==> src/rtl/axis_pkg.sv <==
// Shared types and constants for the AXIS packet arbiter slice.
package axis_pkg;
  // Arbiter states: idle, or locked to one source until its tlast beat
  typedef enum logic [1:0] {
    IDLE  = 2'd0,
    LOCK0 = 2'd1,
    LOCK1 = 2'd2
  } arb_state_t;

  localparam int         NUM_SRC   = 2;
  localparam int         DEST_W    = 2;
  localparam logic [7:0] TID_VALUE = 8'd0;
endpackage

==> src/rtl/axis_packet_arbiter_if.sv <==
// AXI4-Stream bundle; the slave view carries only what the arbiter consumes.
interface axis_packet_arbiter_if
  import axis_pkg::*;
#(
  parameter int DATA_W = 32
);
  logic                tvalid;
  logic                tready;
  logic [DATA_W-1:0]   tdata;
  logic                tlast;
  logic [DEST_W-1:0]   tdest;
  logic [DATA_W/8-1:0] tkeep;
  logic [DATA_W/8-1:0] tstrb;
  logic [7:0]          tid;

  modport master (output tvalid, tdata, tlast, tdest, tkeep, tstrb, tid, input tready);
  modport slave  (input tvalid, tdata, tlast, output tready);
endinterface

==> src/rtl/axis_reg_slice.sv <==
// Single-stage forward register slice; holds its beat while downstream stalls.
module axis_reg_slice
  import axis_pkg::*;
#(
  parameter int DATA_W = 32
) (
  input  logic              aclk,
  input  logic              aresetn,
  input  logic              in_valid,
  input  logic [DATA_W-1:0] in_data,
  input  logic              in_last,
  input  logic [DEST_W-1:0] in_dest,
  output logic              in_ready,
  output logic              out_valid,
  output logic [DATA_W-1:0] out_data,
  output logic              out_last,
  output logic [DEST_W-1:0] out_dest,
  input  logic              out_ready
);
  // Slot is free when empty or being drained this cycle
  assign in_ready = ~out_valid | out_ready;

  // Load a new beat whenever the slot frees; payload only changes on a real beat
  always_ff @(posedge aclk) begin
    if (!aresetn) begin
      out_valid <= 1'b0;
      out_data  <= '0;
      out_last  <= 1'b0;
      out_dest  <= '0;
    end else if (in_ready) begin
      out_valid <= in_valid;
      if (in_valid) begin
        out_data <= in_data;
        out_last <= in_last;
        out_dest <= in_dest;
      end
    end
  end
endmodule

==> src/rtl/axis_packet_arbiter.sv <==
// Two-source packet-level round-robin AXIS arbiter with per-source packet counters.
module axis_packet_arbiter
  import axis_pkg::*;
#(
  parameter int DATA_W = 32,
  parameter int CNT_W  = 16
) (
  input  logic                  aclk,
  input  logic                  aresetn,
  input  logic [NUM_SRC-1:0]    src_en,
  axis_packet_arbiter_if.slave  s0_axis,
  axis_packet_arbiter_if.slave  s1_axis,
  axis_packet_arbiter_if.master m_axis,
  output logic [NUM_SRC-1:0]    grant,
  output logic [CNT_W-1:0]      pkt_cnt0,
  output logic [CNT_W-1:0]      pkt_cnt1
);
  arb_state_t state;
  logic       last_src;     // index of the most recently granted source
  logic       slice_ready;
  logic       hs0, hs1;
  logic [1:0] elig;
  logic       in_valid;
  logic [DATA_W-1:0] in_data;
  logic       in_last;
  logic [DEST_W-1:0] in_dest;
  logic       m_last_hs;

  assign elig[0] = s0_axis.tvalid & src_en[0];
  assign elig[1] = s1_axis.tvalid & src_en[1];

  // grant is one-hot, so it alone selects the source allowed to move data
  assign s0_axis.tready = aresetn & grant[0] & slice_ready;
  assign s1_axis.tready = aresetn & grant[1] & slice_ready;
  assign hs0 = s0_axis.tvalid & s0_axis.tready;
  assign hs1 = s1_axis.tvalid & s1_axis.tready;

  assign in_valid = hs0 | hs1;
  assign in_data  = grant[1] ? s1_axis.tdata : s0_axis.tdata;
  assign in_last  = grant[1] ? s1_axis.tlast : s0_axis.tlast;
  assign in_dest  = grant[1] ? DEST_W'(1) : DEST_W'(0);

  assign m_axis.tkeep = '1;
  assign m_axis.tstrb = '1;
  assign m_axis.tid   = TID_VALUE;

  axis_reg_slice #(.DATA_W(DATA_W)) u_slice (
    .aclk      (aclk),
    .aresetn   (aresetn),
    .in_valid  (in_valid),
    .in_data   (in_data),
    .in_last   (in_last),
    .in_dest   (in_dest),
    .in_ready  (slice_ready),
    .out_valid (m_axis.tvalid),
    .out_data  (m_axis.tdata),
    .out_last  (m_axis.tlast),
    .out_dest  (m_axis.tdest),
    .out_ready (m_axis.tready)
  );

  // Arbitrate in IDLE, hold the lock until the owner's tlast beat is accepted;
  // src_en is only consulted at grant time so a packet in flight always completes
  always_ff @(posedge aclk) begin
    if (!aresetn) begin
      state    <= IDLE;
      grant    <= '0;
      last_src <= 1'b1;
    end else begin
      case (state)
        IDLE: begin
          if (elig[0] && (!elig[1] || last_src)) begin
            state    <= LOCK0;
            grant    <= 2'b01;
            last_src <= 1'b0;
          end else if (elig[1]) begin
            state    <= LOCK1;
            grant    <= 2'b10;
            last_src <= 1'b1;
          end
        end
        LOCK0: if (hs0 && s0_axis.tlast) begin
          state <= IDLE;
          grant <= '0;
        end
        LOCK1: if (hs1 && s1_axis.tlast) begin
          state <= IDLE;
          grant <= '0;
        end
        default: begin
          state <= IDLE;
          grant <= '0;
        end
      endcase
    end
  end

  assign m_last_hs = m_axis.tvalid & m_axis.tready & m_axis.tlast;

  // Count packets as they leave on the master side, wrapping naturally
  always_ff @(posedge aclk) begin
    if (!aresetn) begin
      pkt_cnt0 <= '0;
      pkt_cnt1 <= '0;
    end else if (m_last_hs) begin
      if (m_axis.tdest == DEST_W'(0)) pkt_cnt0 <= pkt_cnt0 + 1'b1;
      if (m_axis.tdest == DEST_W'(1)) pkt_cnt1 <= pkt_cnt1 + 1'b1;
    end
  end
endmodule
==> src/flat_wrapper.sv <==
// flat-port wrapper written by rule: the top's interface ports become plain ports
module axis_packet_arbiter_flat import axis_pkg::*;
#(
  parameter int DATA_W = 32,
  parameter int CNT_W  = 16
)
  (aclk, aresetn, src_en, grant, pkt_cnt0, pkt_cnt1, s0_axis_tvalid, s0_axis_tdata, s0_axis_tlast, s0_axis_tready, s1_axis_tvalid, s1_axis_tdata, s1_axis_tlast, s1_axis_tready, m_axis_tvalid, m_axis_tdata, m_axis_tlast, m_axis_tdest, m_axis_tkeep, m_axis_tstrb, m_axis_tid, m_axis_tready);
  axis_packet_arbiter_if #(.DATA_W(DATA_W)) s0_axis_i ();
  axis_packet_arbiter_if #(.DATA_W(DATA_W)) s1_axis_i ();
  axis_packet_arbiter_if #(.DATA_W(DATA_W)) m_axis_i ();
  input  logic aclk;
  input  logic aresetn;
  input  logic [NUM_SRC-1:0] src_en;
  output logic [NUM_SRC-1:0] grant;
  output logic [CNT_W-1:0] pkt_cnt0;
  output logic [CNT_W-1:0] pkt_cnt1;
  input wire logic [$bits(s0_axis_i.tvalid)-1:0] s0_axis_tvalid;
  input wire logic [$bits(s0_axis_i.tdata)-1:0] s0_axis_tdata;
  input wire logic [$bits(s0_axis_i.tlast)-1:0] s0_axis_tlast;
  output wire logic [$bits(s0_axis_i.tready)-1:0] s0_axis_tready;
  input wire logic [$bits(s1_axis_i.tvalid)-1:0] s1_axis_tvalid;
  input wire logic [$bits(s1_axis_i.tdata)-1:0] s1_axis_tdata;
  input wire logic [$bits(s1_axis_i.tlast)-1:0] s1_axis_tlast;
  output wire logic [$bits(s1_axis_i.tready)-1:0] s1_axis_tready;
  output wire logic [$bits(m_axis_i.tvalid)-1:0] m_axis_tvalid;
  output wire logic [$bits(m_axis_i.tdata)-1:0] m_axis_tdata;
  output wire logic [$bits(m_axis_i.tlast)-1:0] m_axis_tlast;
  output wire logic [$bits(m_axis_i.tdest)-1:0] m_axis_tdest;
  output wire logic [$bits(m_axis_i.tkeep)-1:0] m_axis_tkeep;
  output wire logic [$bits(m_axis_i.tstrb)-1:0] m_axis_tstrb;
  output wire logic [$bits(m_axis_i.tid)-1:0] m_axis_tid;
  input wire logic [$bits(m_axis_i.tready)-1:0] m_axis_tready;
  assign s0_axis_i.tvalid = s0_axis_tvalid;
  assign s0_axis_i.tdata = s0_axis_tdata;
  assign s0_axis_i.tlast = s0_axis_tlast;
  assign s0_axis_tready = s0_axis_i.tready;
  assign s1_axis_i.tvalid = s1_axis_tvalid;
  assign s1_axis_i.tdata = s1_axis_tdata;
  assign s1_axis_i.tlast = s1_axis_tlast;
  assign s1_axis_tready = s1_axis_i.tready;
  assign m_axis_tvalid = m_axis_i.tvalid;
  assign m_axis_tdata = m_axis_i.tdata;
  assign m_axis_tlast = m_axis_i.tlast;
  assign m_axis_tdest = m_axis_i.tdest;
  assign m_axis_tkeep = m_axis_i.tkeep;
  assign m_axis_tstrb = m_axis_i.tstrb;
  assign m_axis_tid = m_axis_i.tid;
  assign m_axis_i.tready = m_axis_tready;
  axis_packet_arbiter #(.DATA_W(DATA_W), .CNT_W(CNT_W)) u_core (.aclk(aclk), .aresetn(aresetn), .src_en(src_en), .s0_axis(s0_axis_i), .s1_axis(s1_axis_i), .m_axis(m_axis_i), .grant(grant), .pkt_cnt0(pkt_cnt0), .pkt_cnt1(pkt_cnt1));
endmodule
==> config.mk <==
export PLATFORM = sky130hd
export DESIGN_NAME = axis_packet_arbiter_flat
export DESIGN_NICKNAME = d
export VERILOG_FILES = /design/src/rtl/axis_pkg.sv /design/src/rtl/axis_packet_arbiter_if.sv /design/src/rtl/axis_reg_slice.sv /design/src/rtl/axis_packet_arbiter.sv /design/src/flat_wrapper.sv
export SDC_FILE = /design/constraint.sdc
export NUM_CORES = 1
export LEC_CHECK = 0
export BUFFER_PORTS_ARGS = -buffer_cell sky130_fd_sc_hd__buf_2
export CORE_UTILIZATION = 50
export CTS_CLUSTER_DIAMETER = 50
export DETAILED_ROUTE_END_ITERATION = 16
export GPL_TIMING_DRIVEN = 0
export PLACE_DENSITY = 0.86
export SLEW_MARGIN = 40
export SYNTH_ARGS = -nofsm -noshare
export SYNTH_HDL_FRONTEND = slang
export SYNTH_SLANG_ARGS = --single-unit
==> constraint.sdc <==
create_clock -name aclk -period 4.36 [get_ports aclk]
set_input_delay 1.09 -clock aclk [delete_from_list [all_inputs] [get_ports aclk]]
set_output_delay 1.09 -clock aclk [all_outputs]
set_load 0.05 [all_outputs]
== After elaboration in Yosys (flattened, before gate mapping) ==
Cells that the tools add are included.
Cells by class
  equality and inequality tests: 6
  mux-type cells: 10
  reduce and logical (&&, ||, !) cells: 13
  bitwise gates (word level): 13
  add/sub/neg operators: 2
Operator list (count)
  adder 16 x 1 -> 16 bit, second input constant: 2
  two-way mux 32 bit: 1
  bitwise AND 1 bit: 10
  two-way mux 2 bit: 4
  AND reduction 2 bit: 4
  case mux 2 bit (3 select lines): 1
  == test 2 x 1 -> 1 bit, second input constant: 2
  zero test 2 bit: 2
  two-way mux 1 bit: 4
  != test 2 x 1 -> 1 bit, second input constant: 2
  logical AND 1 bit: 3
  != test 3 x 1 -> 1 bit, second input constant: 1
  AND reduction 3 bit: 1
  == test 2 bit, second input constant: 1
  OR 1 bit: 2
  nonzero test 2 bit: 1
  zero test 1 bit: 1
  logical OR 1 bit: 1
  NOT 1 bit: 1
Word-level totals
  logic and storage cells: 52
  flip-flop bits (word level): 71
  input bits: 73
  output and inout bits: 88

== Depth between registers and ports, before layout ==
Gate-level depths: netlist (run 1).
  depth after elaboration: 7
  gate-level depth with buffers: 6
  gate-level depth less buffers: 5

== By module ==
From an unflattened synthesis (run 1), not the netlist that was laid out.
Unflattened totals
  cell total of the unflattened synthesis: 409
  area total of the unflattened synthesis: 3666.0 um^2
By module, submodules not included
  axis_packet_arbiter: area an instance 2185.8 um^2, cells each 252, sequential area each 700.7 um^2, times used 1
  axis_reg_slice: area an instance 1480.2 um^2, cells each 157, sequential area each 720.7 um^2, times used 1

== Worst setup path before layout (run 1) ==
OpenSTA, ideal clock, no wires.
  path type: input-to-output
  from: input port aresetn
  to: output port s0_axis_tready
  arrival time: 1.820 ns
  buffers on the path: 1
  data required time: 3.270 ns
  setup slack: 1.450 ns
  stages: 2
  cell sequence: clkbuf_1 > and3_1
Between the ends
  longest elaborated chain between the ends: 2
RTL lines
  start, declared: RTL line flat_wrapper.sv:12  | input logic aresetn;
  bitwise AND 1 bit (2 in a row): RTL line axis_packet_arbiter.sv:33  | assign s0_axis.tready = aresetn & grant[0] & slice_ready;
  end, declared: RTL line flat_wrapper.sv:20  | output wire logic [$bits(s0_axis_i.tready)-1:0] s0_axis_tready;
No other way between the ends.

== Worst setup path in the final report (run 1) ==
Ends and elaborated chain as after synthesis.

==> results.cfg, run 1 <==
[synth]
ys_async_sr_fraction_pct = 0
synth_area_sq_um = 3280
synth_cell_types = 38
dominantRegCellSynth = dfxtp_1
synth_edf_count = 0
syn_inst = 363
yosys_warnings = 0
seq_area_frac_synth_pct = 42.7
syn_area_per_cell_sq_um = 9.03
synth_seq_cells = 70

[global_routing]
grt_util_met2_pct = 42.7
gr-total-overflow = 0
antenna_found_initial = 0
grt_use_total_pct = 23.7
busiest_layer = met2
grt_util_met1_pct = 26.7
grt_pass1_vias = 2983
grt_max_degree = 11
use_met3_pct = 5.47
grt_first_pass_wirelength_microns = 13200

[cts]
cts_tree = done
cts_resized = 0
cts-root-buf = clkbuf_8
cts.path.max_buffers = 2
cts_sinks = 70
cts-buffers-inserted = 9
post_cts_buffers = 0
cts_max_level = 3
clk_latency_ns = 0.33
cts_hold_buffers = 0
clk_pin_slew_worst_paths_ns = 0.07

[die]
initial_core_util_pct = 51.6
pin_count = 161
fp.dieW_microns = 83.0
die_y_microns = 83.0
rows = 29
die-area_sq_um = 6890
core-area_sq_um = 6350

[timing]
finalCritPeriodShare_pct = 71.2
final-hold-violation-count = 0
tns_ns = 0
drv_slew = 0
tightest_slew_ns = 0.789
setup_viol = 0
fmax_mhz = 322
rsz0062_at_grt = false
holdWs_ns = 0.483
min_period_ns = 3.10
max-slew-margin-rel_pct = 47.4
fin_skew_ns = 0.00779

[final_layout]
multi_input_area_sq_um = 1720
layout_commonest_cell = buf_2
synthToLayoutAreaGrowth_pct = 31.8
num_antenna_cells = 0
fillCellCount = 541
regArea_sq_um = 1400
drive_above_1_share_pct = 33.8
layout_common_cells = 147 x buf_2, 70 x dfxtp_1, 54 x nor2_1, 37 x mux2i_1, 33 x a211oi_1
finalNetCount = 607
final_area_sq_um = 4320

[placement]
place.gp.congestion = 0.797
place_area_sq_um = 4150
dpl.hpwl_microns = 6310
port_buffers = 143

[pwr]
ir_worst_vdd_uv = 195
p_leak_nw = 2.00
power_density_nw_per_um2 = 334

[detailed_routing]
wl_per_cell_microns = 13.4
vias_per_cell = 5.25
drc = 0
drtIter0Drc = 120
dr.pass1.iters = 6
vias = 3211
drt-total-wl_microns = 8220
drtAntennaViolNets = 0

[critical_path]
ff2ff_path_depth = 6
worstPathRequired_ns = 3.27
startpoint = aresetn
critPathMaxFanout = 10
arrival_ns = 2.01
cp-endpoint = s0_axis_tready
critPathCaptureType = output pin
reg2reg_setup_slack_ns = 2.45
reg2reg_to = u_core.u_slice.out_data[17]
r2r-start = u_core.grant[1]
critPathLaunchType = primary input
crit_type = primary input to output pin

[outcome]
status = completed

[hold_path]
hold_class = flip-flop to flip-flop

[run]
max_cap_violations = 0
## critical path, cell delays in order
cell      delay [ns]
buf_2           0.10
clkbuf_1        0.33
and3_1          0.22
buf_2           0.27
## layer usage
layer | share of wire (%) | wire length (microns)
met1 | 41 | 3390
met2 | 51 | 4220
met3 | 6.5 | 530
met4 | 1.0 | 83
met5 | 0 | 0
## cells by family (layout without fill, tap and decap cells)
group | count (synthesis) | count (layout) | share of synthesized area (%)
simple gates | 135 | 135 | 21.4
buf+inv | 40 | 197 | 6.68
other cells | 2 | 17 | 0.229
flops | 70 | 70 | 42.7
mux | 37 | 37 | 11.3
fa+ha+maj | 2 | 2 | 0.763
xor+xnor | 19 | 19 | 5.07
compound gates | 58 | 58 | 11.9
## registers in the layout, indices dropped and copies added (netlist names)
| signal | cells |
|---|---|
| u_core.pkt_cnt0 | 16 |
| u_core.pkt_cnt1 | 16 |
| u_core.u_slice.out_data | 32 |
| u_core.last_src | 1 |
| u_core.u_slice.out_valid | 1 |
| u_core.grant | 2 |
| u_core.u_slice.out_last | 1 |
| u_core.u_slice.out_dest | 1 |
## layout make-up
type,count,share of cell area [%]
clock buffer,13,3.91
tap,77,2.23
clock inverter,1,0.116
inverter,2,0.174
buffer,38,4.89
sequential,70,32.4
timing repair buffer,143,16.6
multi-input combinational,268,39.7
## synthesized netlist by cell type, types with 3 or more instances
cell type / number / area [sq um]
xnor2_1: 9 / 78.8
nand3_1: 12 / 60.1
o21ai_0: 7 / 35.0
mux2i_1: 37 / 370
buf_1: 3 / 11.3
and3_1: 9 / 56.3
or3_1: 5 / 31.3
a21oi_1: 11 / 55.1
dfxtp_1: 70 / 1400
and4_1: 4 / 35.0
a211oi_1: 33 / 248
nand2_1: 18 / 67.6
buf_4: 17 / 128
nor4_1: 4 / 25.0
nand4_1: 10 / 62.6
buf_2: 4 / 20.0
clkbuf_1: 14 / 52.6
nor3_1: 4 / 20.0
nor2_1: 54 / 203
nand2b_1: 4 / 25.0
xor2_1: 10 / 87.6
## worst min path at each step
stage / startpoint / endpoint / depth (start not counted)
after floorplan: u_core.last_src / u_core.last_src / 2
after global placement: u_core.pkt_cnt1[15] / u_core.pkt_cnt1[15] / 2
after detailed placement: u_core.last_src / u_core.last_src / 2
after CTS: u_core.pkt_cnt1[15] / u_core.pkt_cnt1[15] / 2
after global routing: u_core.pkt_cnt1[13] / u_core.pkt_cnt1[13] / 2
final: u_core.pkt_cnt1[15] / u_core.pkt_cnt1[15] / 2
## stage by stage
stage	power, W	std cells	util (%)	worst slack (ns)
finish	0.00144	612	68.1	1.26
global route	0.00150	612	68.1	1.16
CTS	0.00145	612	68.1	1.26
detailed placement	0.000985	598	65.3	1.28
global placement	0.000979	598	65.3	1.28
floorplan	0.000904	378	-	1.45
## where the power goes
group	switching (W)	internal, W	total [W]
clock network	0.000225	0.000247	0.000472
registers	0.0000153	0.000662	0.000677
logic	0.000199	0.0000949	0.000294
total	0.000439	0.00100	0.00144
Note: power is estimated with default switching activity, not from simulation.
==> run 2, diff against run 1 <==
--- a/config.mk
+++ b/config.mk
@@ -6,11 +6,11 @@
 export NUM_CORES = 1
 export LEC_CHECK = 0
 export BUFFER_PORTS_ARGS = -buffer_cell sky130_fd_sc_hd__buf_2
-export CORE_UTILIZATION = 50
+export CORE_UTILIZATION = 46
 export CTS_CLUSTER_DIAMETER = 50
 export DETAILED_ROUTE_END_ITERATION = 16
 export GPL_TIMING_DRIVEN = 0
-export PLACE_DENSITY = 0.86
+export PLACE_DENSITY = 0.8
 export SLEW_MARGIN = 40
 export SYNTH_ARGS = -nofsm -noshare
 export SYNTH_HDL_FRONTEND = slang
==> constraint.sdc (replaced) <==
create_clock -name aclk -period 2.86 [get_ports aclk]
set_input_delay 0.715 -clock aclk [delete_from_list [all_inputs] [get_ports aclk]]
set_output_delay 0.715 -clock aclk [all_outputs]
set_load 0.05 [all_outputs]
==> results.cfg, run 2 (synthesis gave the netlist of run 1 again) <==
[final_layout]
finalNetCount = 607
regArea_sq_um = 1400
drive_above_1_share_pct = 33.6
num_antenna_cells = 0
fin_cells = 631
fillCellCount = 595
layout_commonest_cell = buf_2
largest_reg_flops = 32
reg_top3 = u_core.u_slice.out_data (32), u_core.pkt_cnt0 (16), u_core.pkt_cnt1 (16)
multi_input_area_sq_um = 1720
largest_register = u_core.u_slice.out_data
synthToLayoutAreaGrowth_pct = 33.0
layout_common_cells = 147 x buf_2, 70 x dfxtp_1, 54 x nor2_1, 37 x mux2i_1, 33 x a211oi_1

[timing]
setup_viol = 0
min_period_ns = 2.57
tightest_slew_ns = 0.786
fin_skew_ns = 0.00610
tns_ns = 0
rsz0062_at_grt = false
fmax_mhz = 389
finalCritPeriodShare_pct = 89.9
max-slew-margin-rel_pct = 47.6
drv_slew = 0
final-hold-violation-count = 0

[placement]
place.gp.congestion = 0.835
port_buffers = 143
dpl.hpwl_microns = 6110
place_inst = 617

[pwr]
p_leak_nw = 2.00
ir_worst_vdd_uv = 295
power_w = 0.00226
power_density_nw_per_um2 = 519

[critical_path]
worstPathRequired_ns = 2.14
critPathCaptureType = output pin
critPathLaunchType = flip-flop
crit_type = flip-flop to output pin
ff2ff_path_depth = 6
arrival_ns = 1.86
critPathMaxFanout = 10

[global_routing]
grt_use_total_pct = 22.3
grt_first_pass_wirelength_microns = 13000
grt_pass1_vias = 2796
gr-total-overflow = 0
antenna_found_initial = 0
grt_max_degree = 11

[die]
rows = 30
core-area_sq_um = 6830
fp.dieW_microns = 86.4
pin_count = 161
initial_core_util_pct = 48.0
die_y_microns = 86.4
die-area_sq_um = 7470

[cts]
cts_hold_buffers = 0
cts.path.max_buffers = 2
cts_sinks = 70
cts-root-buf = clkbuf_8
clk_latency_ns = 0.33
cts_tree = done
cts_resized = 0
cts-buffers-inserted = 9
cts_max_level = 3
post_cts_buffers = 0
clk_pin_slew_worst_paths_ns = 0.07

[detailed_routing]
dr.pass1.iters = 5
drc = 0
drtAntennaViolNets = 0
wl_per_cell_microns = 12.8
drt-total-wl_microns = 8100
vias = 3188
drtIter0Drc = 101
vias_per_cell = 5.05

[hold_path]
hold_class = flip-flop to flip-flop
min_path_cells = 2

[run]
max_cap_violations = 0

[outcome]
status = completed
## run 2: final timing paths
kind                            slack [ns]             from                     endpoint
worst max-delay path                  0.29  u_core.grant[1]               s1_axis_tready
worst min-delay path                  0.49  u_core.last_src              u_core.last_src
worst max register to register        0.87  u_core.grant[1]  u_core.u_slice.out_data[25]
worst min register to register        0.49  u_core.last_src              u_core.last_src
## run 2: where the power goes
part	leakage, nW	total (W)	switching (W)	internal, W
Clock	0.0956	0.000786	0.000343	0.000442
Sequential	0.567	0.00103	0.0000219	0.00101
Combinational	1.34	0.000447	0.000303	0.000145
Total	2.00	0.00226	0.000668	0.00160
## run 2: layer usage
metal	track usage [%]	vias to the layer above	wire length, microns
li1	-	1600	-
met1	26.1	1461	3510
met2	38.9	117	3970
met3	5.33	10	498
met4	9.70	0	122
met5	0	-	0
## run 2: worst max-delay path, stage by stage, from the launching register on
cell      delay, ns
dfxtp_1        0.33
clkbuf_1       0.19
clkbuf_1       0.49
and3_1         0.24
buf_2          0.27
## run 2: final cells by class
type	count	area share, %
well taps	96	2.75
repair buffers	143	16.4
flip-flops and latches	70	32.1
inverters	2	0.172
multi-input cells	268	39.3
plain buffers	38	4.85
clock inverters	1	0.689
clock buffers	13	3.64
## run 2: stage by stage
stage               util (%)  hold slack, ns  instance area, sq um  setup slack [ns]
global placement        61.1           0.460                  4170             0.498
floorplan                  -           0.447                  3340             0.429
finish                  63.8           0.486                  4360             0.289
detailed placement      61.1           0.469                  4170             0.466
CTS                     63.8           0.486                  4360             0.280
global route            63.8           0.511                  4360             0.220
